<file path="src/rtl/parity_frame_serializer_if.sv">
// ---------------------------------------------------------------------------
// parity_frame_serializer_if
//
// Purpose: bundles the load handshake and the serial output stream of the
// parity frame serializer so both sides connect through one port.
//
// Signals:
//   data_in      WIDTH  parallel word to send (upstream -> serializer)
//   load_valid   1      upstream has a word on data_in
//   load_ready   1      serializer can accept a word (it is idle)
//   out_bit      1      serial data, LSB first, then optional parity bit
//   bit_valid    1      out_bit carries a frame bit this cycle
//   frame_start  1      cycle carrying the first data bit
//   frame_end    1      cycle carrying the last frame bit
//   busy         1      a frame is in progress
//   state_dbg    2      current FSM state, for observation only
//
// Handshake: a word is transferred at a rising clock edge where both
// load_valid and load_ready are 1. load_valid is ignored while load_ready
// is 0, and load_ready depends only on the serializer state, never on
// load_valid, so upstream may hold load_valid high across frames.
//
// Modports:
//   master  upstream / stimulus side
//   slave   the serializer itself
// ---------------------------------------------------------------------------
interface parity_frame_serializer_if #(
    parameter int WIDTH = 8
);
    logic [WIDTH-1:0] data_in;
    logic             load_valid;
    logic             load_ready;
    logic             out_bit;
    logic             bit_valid;
    logic             frame_start;
    logic             frame_end;
    logic             busy;
    logic [1:0]       state_dbg;

    modport master (
        output data_in,
        output load_valid,
        input  load_ready,
        input  out_bit,
        input  bit_valid,
        input  frame_start,
        input  frame_end,
        input  busy,
        input  state_dbg
    );

    modport slave (
        input  data_in,
        input  load_valid,
        output load_ready,
        output out_bit,
        output bit_valid,
        output frame_start,
        output frame_end,
        output busy,
        output state_dbg
    );
endinterface

</file>
<file path="src/rtl/parity_frame_serializer.sv">
// ---------------------------------------------------------------------------
// parity_frame_serializer
//
// Purpose: accepts a WIDTH-bit word and emits it serially, LSB first, one
// bit per clock, optionally followed by an even-parity bit. Frames are
// marked with frame_start / frame_end; at least one idle cycle separates
// consecutive frames.
//
// Parameters:
//   WIDTH      data bits per frame, legal range 2..32
//   PARITY_EN  1 appends an even-parity bit, 0 omits it
//
// Ports:
//   clk    input  single clock, all state updates on the rising edge
//   reset  input  synchronous active-high reset
//   bus    slave modport of parity_frame_serializer_if
//            (data_in, load_valid, load_ready, out_bit, bit_valid,
//             frame_start, frame_end, busy, state_dbg)
// ---------------------------------------------------------------------------
module parity_frame_serializer #(
    parameter int WIDTH     = 8,
    parameter bit PARITY_EN = 1'b1
) (
    input  logic                       clk,
    input  logic                       reset,
    parity_frame_serializer_if.slave   bus
);

    // Counter wide enough to index WIDTH bits, never narrower than one bit.
    localparam int CNT_W = (WIDTH > 1) ? $clog2(WIDTH) : 1;
    localparam logic [CNT_W-1:0] CNT_LAST = CNT_W'(WIDTH - 1);

    typedef enum logic [1:0] {
        IDLE   = 2'd0,
        SHIFT  = 2'd1,
        PARITY = 2'd2
    } state_t;

    state_t             state;
    state_t             state_next;
    logic [WIDTH-1:0]   shreg;
    logic [WIDTH-1:0]   shreg_next;
    logic               par;
    logic               par_next;
    logic [CNT_W-1:0]   cnt;
    logic [CNT_W-1:0]   cnt_next;

    logic               accept;
    logic               last_data;
    logic               load_ready;
    logic               out_bit;
    logic               bit_valid;
    logic               frame_start;
    logic               frame_end;
    logic               busy;

    // -----------------------------------------------------------------------
    // State register. Reset overrides any accept or shift in the same cycle.
    // -----------------------------------------------------------------------
    always_ff @(posedge clk) begin
        if (reset) begin
            state <= IDLE;
            shreg <= '0;
            par   <= 1'b0;
            cnt   <= '0;
        end else begin
            state <= state_next;
            shreg <= shreg_next;
            par   <= par_next;
            cnt   <= cnt_next;
        end
    end

    // -----------------------------------------------------------------------
    // Next-state and output decode.
    // -----------------------------------------------------------------------
    assign load_ready = (state == IDLE);
    assign accept     = bus.load_valid & load_ready;
    assign last_data  = (cnt == CNT_LAST);

    always_comb begin
        state_next  = state;
        shreg_next  = shreg;
        par_next    = par;
        cnt_next    = cnt;
        out_bit     = 1'b0;
        bit_valid   = 1'b0;
        frame_start = 1'b0;
        frame_end   = 1'b0;
        busy        = 1'b0;

        case (state)
            IDLE: begin
                if (accept) begin
                    // Parity is captured with the word so later changes on
                    // data_in cannot disturb the frame in flight.
                    shreg_next = bus.data_in;
                    par_next   = ^bus.data_in;
                    cnt_next   = '0;
                    state_next = SHIFT;
                end
            end

            SHIFT: begin
                out_bit     = shreg[0];
                bit_valid   = 1'b1;
                busy        = 1'b1;
                frame_start = (cnt == '0);
                shreg_next  = shreg >> 1;
                if (last_data) begin
                    // Park the counter at zero instead of letting it step
                    // past WIDTH-1 on non-power-of-two widths.
                    cnt_next = '0;
                    if (PARITY_EN) begin
                        state_next = PARITY;
                    end else begin
                        frame_end  = 1'b1;
                        state_next = IDLE;
                    end
                end else begin
                    cnt_next = cnt + CNT_W'(1);
                end
            end

            PARITY: begin
                out_bit    = par;
                bit_valid  = 1'b1;
                frame_end  = 1'b1;
                busy       = 1'b1;
                state_next = IDLE;
            end

            default: begin
                state_next = IDLE;
            end
        endcase
    end

    assign bus.load_ready  = load_ready;
    assign bus.out_bit     = out_bit;
    assign bus.bit_valid   = bit_valid;
    assign bus.frame_start = frame_start;
    assign bus.frame_end   = frame_end;
    assign bus.busy        = busy;
    assign bus.state_dbg   = state;

endmodule

</file>
<file path="src/flat_wrapper.sv">
// flat-port wrapper written by rule: the top's interface ports become plain ports
module parity_frame_serializer_flat 
#(
    parameter int WIDTH     = 8,
    parameter bit PARITY_EN = 1'b1
)
  (clk, reset, bus_data_in, bus_load_valid, bus_load_ready, bus_out_bit, bus_bit_valid, bus_frame_start, bus_frame_end, bus_busy, bus_state_dbg);
  parity_frame_serializer_if #(.WIDTH(WIDTH)) bus_i ();
  input  logic clk;
  input  logic reset;
  input wire logic [$bits(bus_i.data_in)-1:0] bus_data_in;
  input wire logic [$bits(bus_i.load_valid)-1:0] bus_load_valid;
  output wire logic [$bits(bus_i.load_ready)-1:0] bus_load_ready;
  output wire logic [$bits(bus_i.out_bit)-1:0] bus_out_bit;
  output wire logic [$bits(bus_i.bit_valid)-1:0] bus_bit_valid;
  output wire logic [$bits(bus_i.frame_start)-1:0] bus_frame_start;
  output wire logic [$bits(bus_i.frame_end)-1:0] bus_frame_end;
  output wire logic [$bits(bus_i.busy)-1:0] bus_busy;
  output wire logic [$bits(bus_i.state_dbg)-1:0] bus_state_dbg;
  assign bus_i.data_in = bus_data_in;
  assign bus_i.load_valid = bus_load_valid;
  assign bus_load_ready = bus_i.load_ready;
  assign bus_out_bit = bus_i.out_bit;
  assign bus_bit_valid = bus_i.bit_valid;
  assign bus_frame_start = bus_i.frame_start;
  assign bus_frame_end = bus_i.frame_end;
  assign bus_busy = bus_i.busy;
  assign bus_state_dbg = bus_i.state_dbg;
  parity_frame_serializer #(.WIDTH(WIDTH), .PARITY_EN(PARITY_EN)) u_core (.clk(clk), .reset(reset), .bus(bus_i));
endmodule
</file>
<file path="config.mk">
export PLATFORM = sky130hd
export DESIGN_NAME = parity_frame_serializer_flat
export DESIGN_NICKNAME = d
export VERILOG_FILES = /design/src/rtl/parity_frame_serializer_if.sv /design/src/rtl/parity_frame_serializer.sv /design/src/flat_wrapper.sv
export SDC_FILE = /design/constraint.sdc
export NUM_CORES = 1
export LEC_CHECK = 0
export CAP_MARGIN = 20
export CORE_ASPECT_RATIO = 0.75
export CORE_MARGIN = 1.5
export CORE_UTILIZATION = 33
export DETAILED_ROUTE_END_ITERATION = 8
export GPL_TIMING_DRIVEN = 0
export HOLD_SLACK_MARGIN = 0.06
export PLACE_DENSITY_LB_ADDON = 0.15
export SETUP_SLACK_MARGIN = 0.05
export SYNTH_ARGS = -nofsm -noshare
export SYNTH_HDL_FRONTEND = slang
export SYNTH_SLANG_ARGS = --single-unit
export TNS_END_PERCENT = 100
</file>
<file path="constraint.sdc">
create_clock -name clk -period 4.5 [get_ports clk]
set_clock_uncertainty 0.15 [all_clocks]
set_input_delay 0.45 -clock clk [delete_from_list [all_inputs] [get_ports clk]]
set_output_delay 0.45 -clock clk [all_outputs]
set_load 0.005 [all_outputs]
</file>
==> impl_metrics.env <==
export IMPL_cts_setup_buffers=0
export IMPL_drv_slew=0
export IMPL_synth_xor_area_share_pct=7.92
export IMPL_ff2ff_setup_slack_ns=2.62
export IMPL_hold_viol=0
export IMPL_dpl_hpwl_um=1210
export IMPL_drive_gt1_share_pct=9.71
export IMPL_hold_class="reg -> reg"
export IMPL_cts_hold_buf=0
export IMPL_cts_htree_levels=1
export IMPL_start_util_pct=36.8
export IMPL_critPathRequiredTime_ns=3.90
export IMPL_fin_crit_ns=2.60
export IMPL_wire_per_inst_um=12.1
export IMPL_port_buffers=18
export IMPL_grt_usage_pct=13.5
export IMPL_crit_arrival_ns=2.00
export IMPL_ios=19
export IMPL_fin_crit_sh_pct=57.9
export IMPL_drt_iter0_drc=16
export IMPL_fp_dieH_um=45.0
export IMPL_routed_wl_um=1530
export IMPL_vias_per_cell=5.09
export IMPL_maxCapViolations=0
export IMPL_ys_types=23
export IMPL_first_global_vias=583
export IMPL_synth_compound_area_share_pct=17.6
export IMPL_yosysWarnings=0
export IMPL_rsz0062_at_grt="false"
export IMPL_p_leak_nw=0.385
export IMPL_synth_seq_cells=14
export IMPL_first_pass_iters=4
export IMPL_timing_hold_ws_ns=0.321
export IMPL_drt_antenna_violating_nets=0
export IMPL_tightestPinTransition_ns=0.497
export IMPL_coreArea_um2=2100
export IMPL_fin_tns_setup_ns=0
export IMPL_area_growth_pct=30.0
export IMPL_critPathKind="reg -> out"
export IMPL_cts_made_buffers=3
export IMPL_clkTransAtPathRegs_ns=0.08
export IMPL_num_vias=646
export IMPL_outcome="complete, no violations"
export IMPL_synthCells=82
export IMPL_syn_area_um2=774
export IMPL_fp_dieArea_um2=2650
export IMPL_peakVddDrop_mv=0.194
export IMPL_worst_setup_path_start_kind="flop"
export IMPL_row_count=14
export IMPL_cp_end_kind="primary output"
export IMPL_yosys_area_share_adder_pct=11.3
export IMPL_root_buffer="clkbuf_4"
export IMPL_synth_nets=100
export IMPL_critPathMaxFanout=10
export IMPL_chipWidth_um=58.9
export IMPL_fmax_mhz=384
export IMPL_diodes=0
export IMPL_gp_congestion=0.765
export IMPL_setup_viol=0
export IMPL_grt_antenna_before_repair=0
export IMPL_place_ws_ns=2.21
export IMPL_setup_slack_ns=1.90
export IMPL_globalRouteOverflowTotal=0
export IMPL_p_per_area_nw_per_um2=342
export IMPL_insertion_delay_ns=0.27
export IMPL_cts_tree="done"
export IMPL_muxShareOfSynthArea_pct=10.3
export IMPL_place_area_um2=985
export IMPL_clkSinkCount=14
export IMPL_final_nets=123
export IMPL_synth_top_family_by_area="compound AO/OA/AOI/OAI gates"
export IMPL_synth_simple_area_share_pct=11.1
export IMPL_utilization_pct=47.9
export IMPL_grt_start_max_net_pins=11
export IMPL_fin_area_um2=1010
export IMPL_grt_first_pass_wirelength_um=2590
export IMPL_ys_seq_area_share_pct=36.2
export IMPL_max_slew_margin_pct=66.8
export IMPL_clockBufferDepth=2
export IMPL_cts_resized=0
export IMPL_syn_avg_cell_area_um2=9.45
export IMPL_drc_errors=0
[Yosys cell counts]
| cell | n | area share (%) |
|---|---|---|
| nand4_1 | 1 | 0.81 |
| a211oi_1 | 8 | 7.8 |
| mux2i_1 | 8 | 10 |
| nor2_1 | 11 | 5.3 |
| nand2b_4 | 1 | 1.8 |
| buf_2 | 1 | 0.65 |
| a311oi_1 | 1 | 1.1 |
| a22oi_1 | 1 | 0.97 |
| o21a_2 | 1 | 1.1 |
| inv_2 | 1 | 0.48 |
| a21oi_1 | 4 | 2.6 |
| o21ai_0 | 1 | 0.65 |
| ha_1 | 7 | 11 |
| clkbuf_1 | 1 | 0.48 |
| inv_1 | 4 | 1.9 |
| o21ai_2 | 1 | 1.1 |
| nand2_1 | 3 | 1.5 |
| or4_1 | 1 | 0.97 |
| nor2b_1 | 1 | 0.81 |
| buf_4 | 2 | 1.9 |
| a32oi_1 | 2 | 2.3 |
| dfxtp_1 | 14 | 36 |
| xnor2_1 | 7 | 7.9 |
[worst max-delay path: stages (launching register included)]
cell and delay [ns]:
dfxtp_1 0.35, inv_1 0.11, ha_1 0.28, buf_2 0.32, nand2_1 0.08, nor2_1 0.09, clkdlybuf4s50_1 0.50
[stage by stage]
step,total power [W],cells
2_1_floorplan,0.000233,82
3_3_place_gp,0.000276,124
3_5_place_dp,0.000278,124
4_1_cts,0.000349,127
5_1_grt,0.000370,127
6_report,0.000344,127
[cells in the final DEF, fill, tap and decap left out]
cell type / n
a311oi_1: 1
xnor2_1: 7
clkbuf_1: 1
a32oi_1: 2
inv_1: 4
dfxtp_1: 14
mux2i_1: 8
buf_4: 2
nor2_1: 11
o21ai_0: 1
clkdlybuf4s50_1: 18
buf_2: 1
inv_2: 1
nor2b_1: 1
ha_1: 7
or4_1: 1
nand2_1: 3
nand4_1: 1
a21oi_1: 4
nand2b_4: 1
a22oi_1: 1
a211oi_1: 8
o21a_2: 1
o21ai_2: 1
clkbuf_4: 3
[final cells by class]
type	count	area (µm²)
flip-flops and latches	14	280
clock buffers	3	22.5
fillers	213	1090
plain buffers	4	23.8
inverters	5	18.8
repair buffers	18	180
multi-input cells	59	452
well taps	24	30.0
[state kept, by name, indices dropped and copies added, names as in the netlist]
| register | cells |
|---|---|
| u_core.bus.state_dbg | 2 |
| u_core.shreg | 8 |
| u_core.cnt | 3 |
| u_core.par | 1 |
[where the power goes]
part           internal, W  total [W]  switching [W]
Sequential        0.000140   0.000150     0.00000980
Combinational    0.0000644   0.000124      0.0000592
Clock            0.0000310  0.0000703      0.0000394
Total             0.000236   0.000344       0.000108
[path summary, 6_finish.rpt]
| kind | from | to | cells past startpoint |
|---|---|---|---|
| worst max-delay path | u_core.bus.state_dbg[1]$_SDFFE_PP0P_ | bus_frame_start | 6 |
| worst min-delay path | u_core.shreg[7]$_SDFFE_PP0P_ | u_core.shreg[7]$_SDFFE_PP0P_ | 2 |
| worst max register to register | u_core.bus.state_dbg[0]$_SDFFE_PP0P_ | u_core.shreg[5]$_SDFFE_PP0P_ | 7 |
| worst min register to register | u_core.shreg[7]$_SDFFE_PP0P_ | u_core.shreg[7]$_SDFFE_PP0P_ | 2 |
[routing by layer]
metal	vias to the layer above	track usage (%)	part of all wire, %	routed length, µm
met5	-	0	0	0
met2	15	20.9	43	651
met4	0	2.73	0.85	13
li1	337	-	-	-
met1	292	18.2	51	784
met3	2	5.16	5.3	81
[logic make-up after synthesis]
| group | Yosys count |
|---|---|
| xor+xnor | 7 |
| fa+ha+maj | 7 |
| mux | 8 |
| buf+inv | 9 |
| flops | 14 |
| compound gates | 19 |
| simple gates | 18 |
No activity file was read; power rests on OpenSTA's default activity.
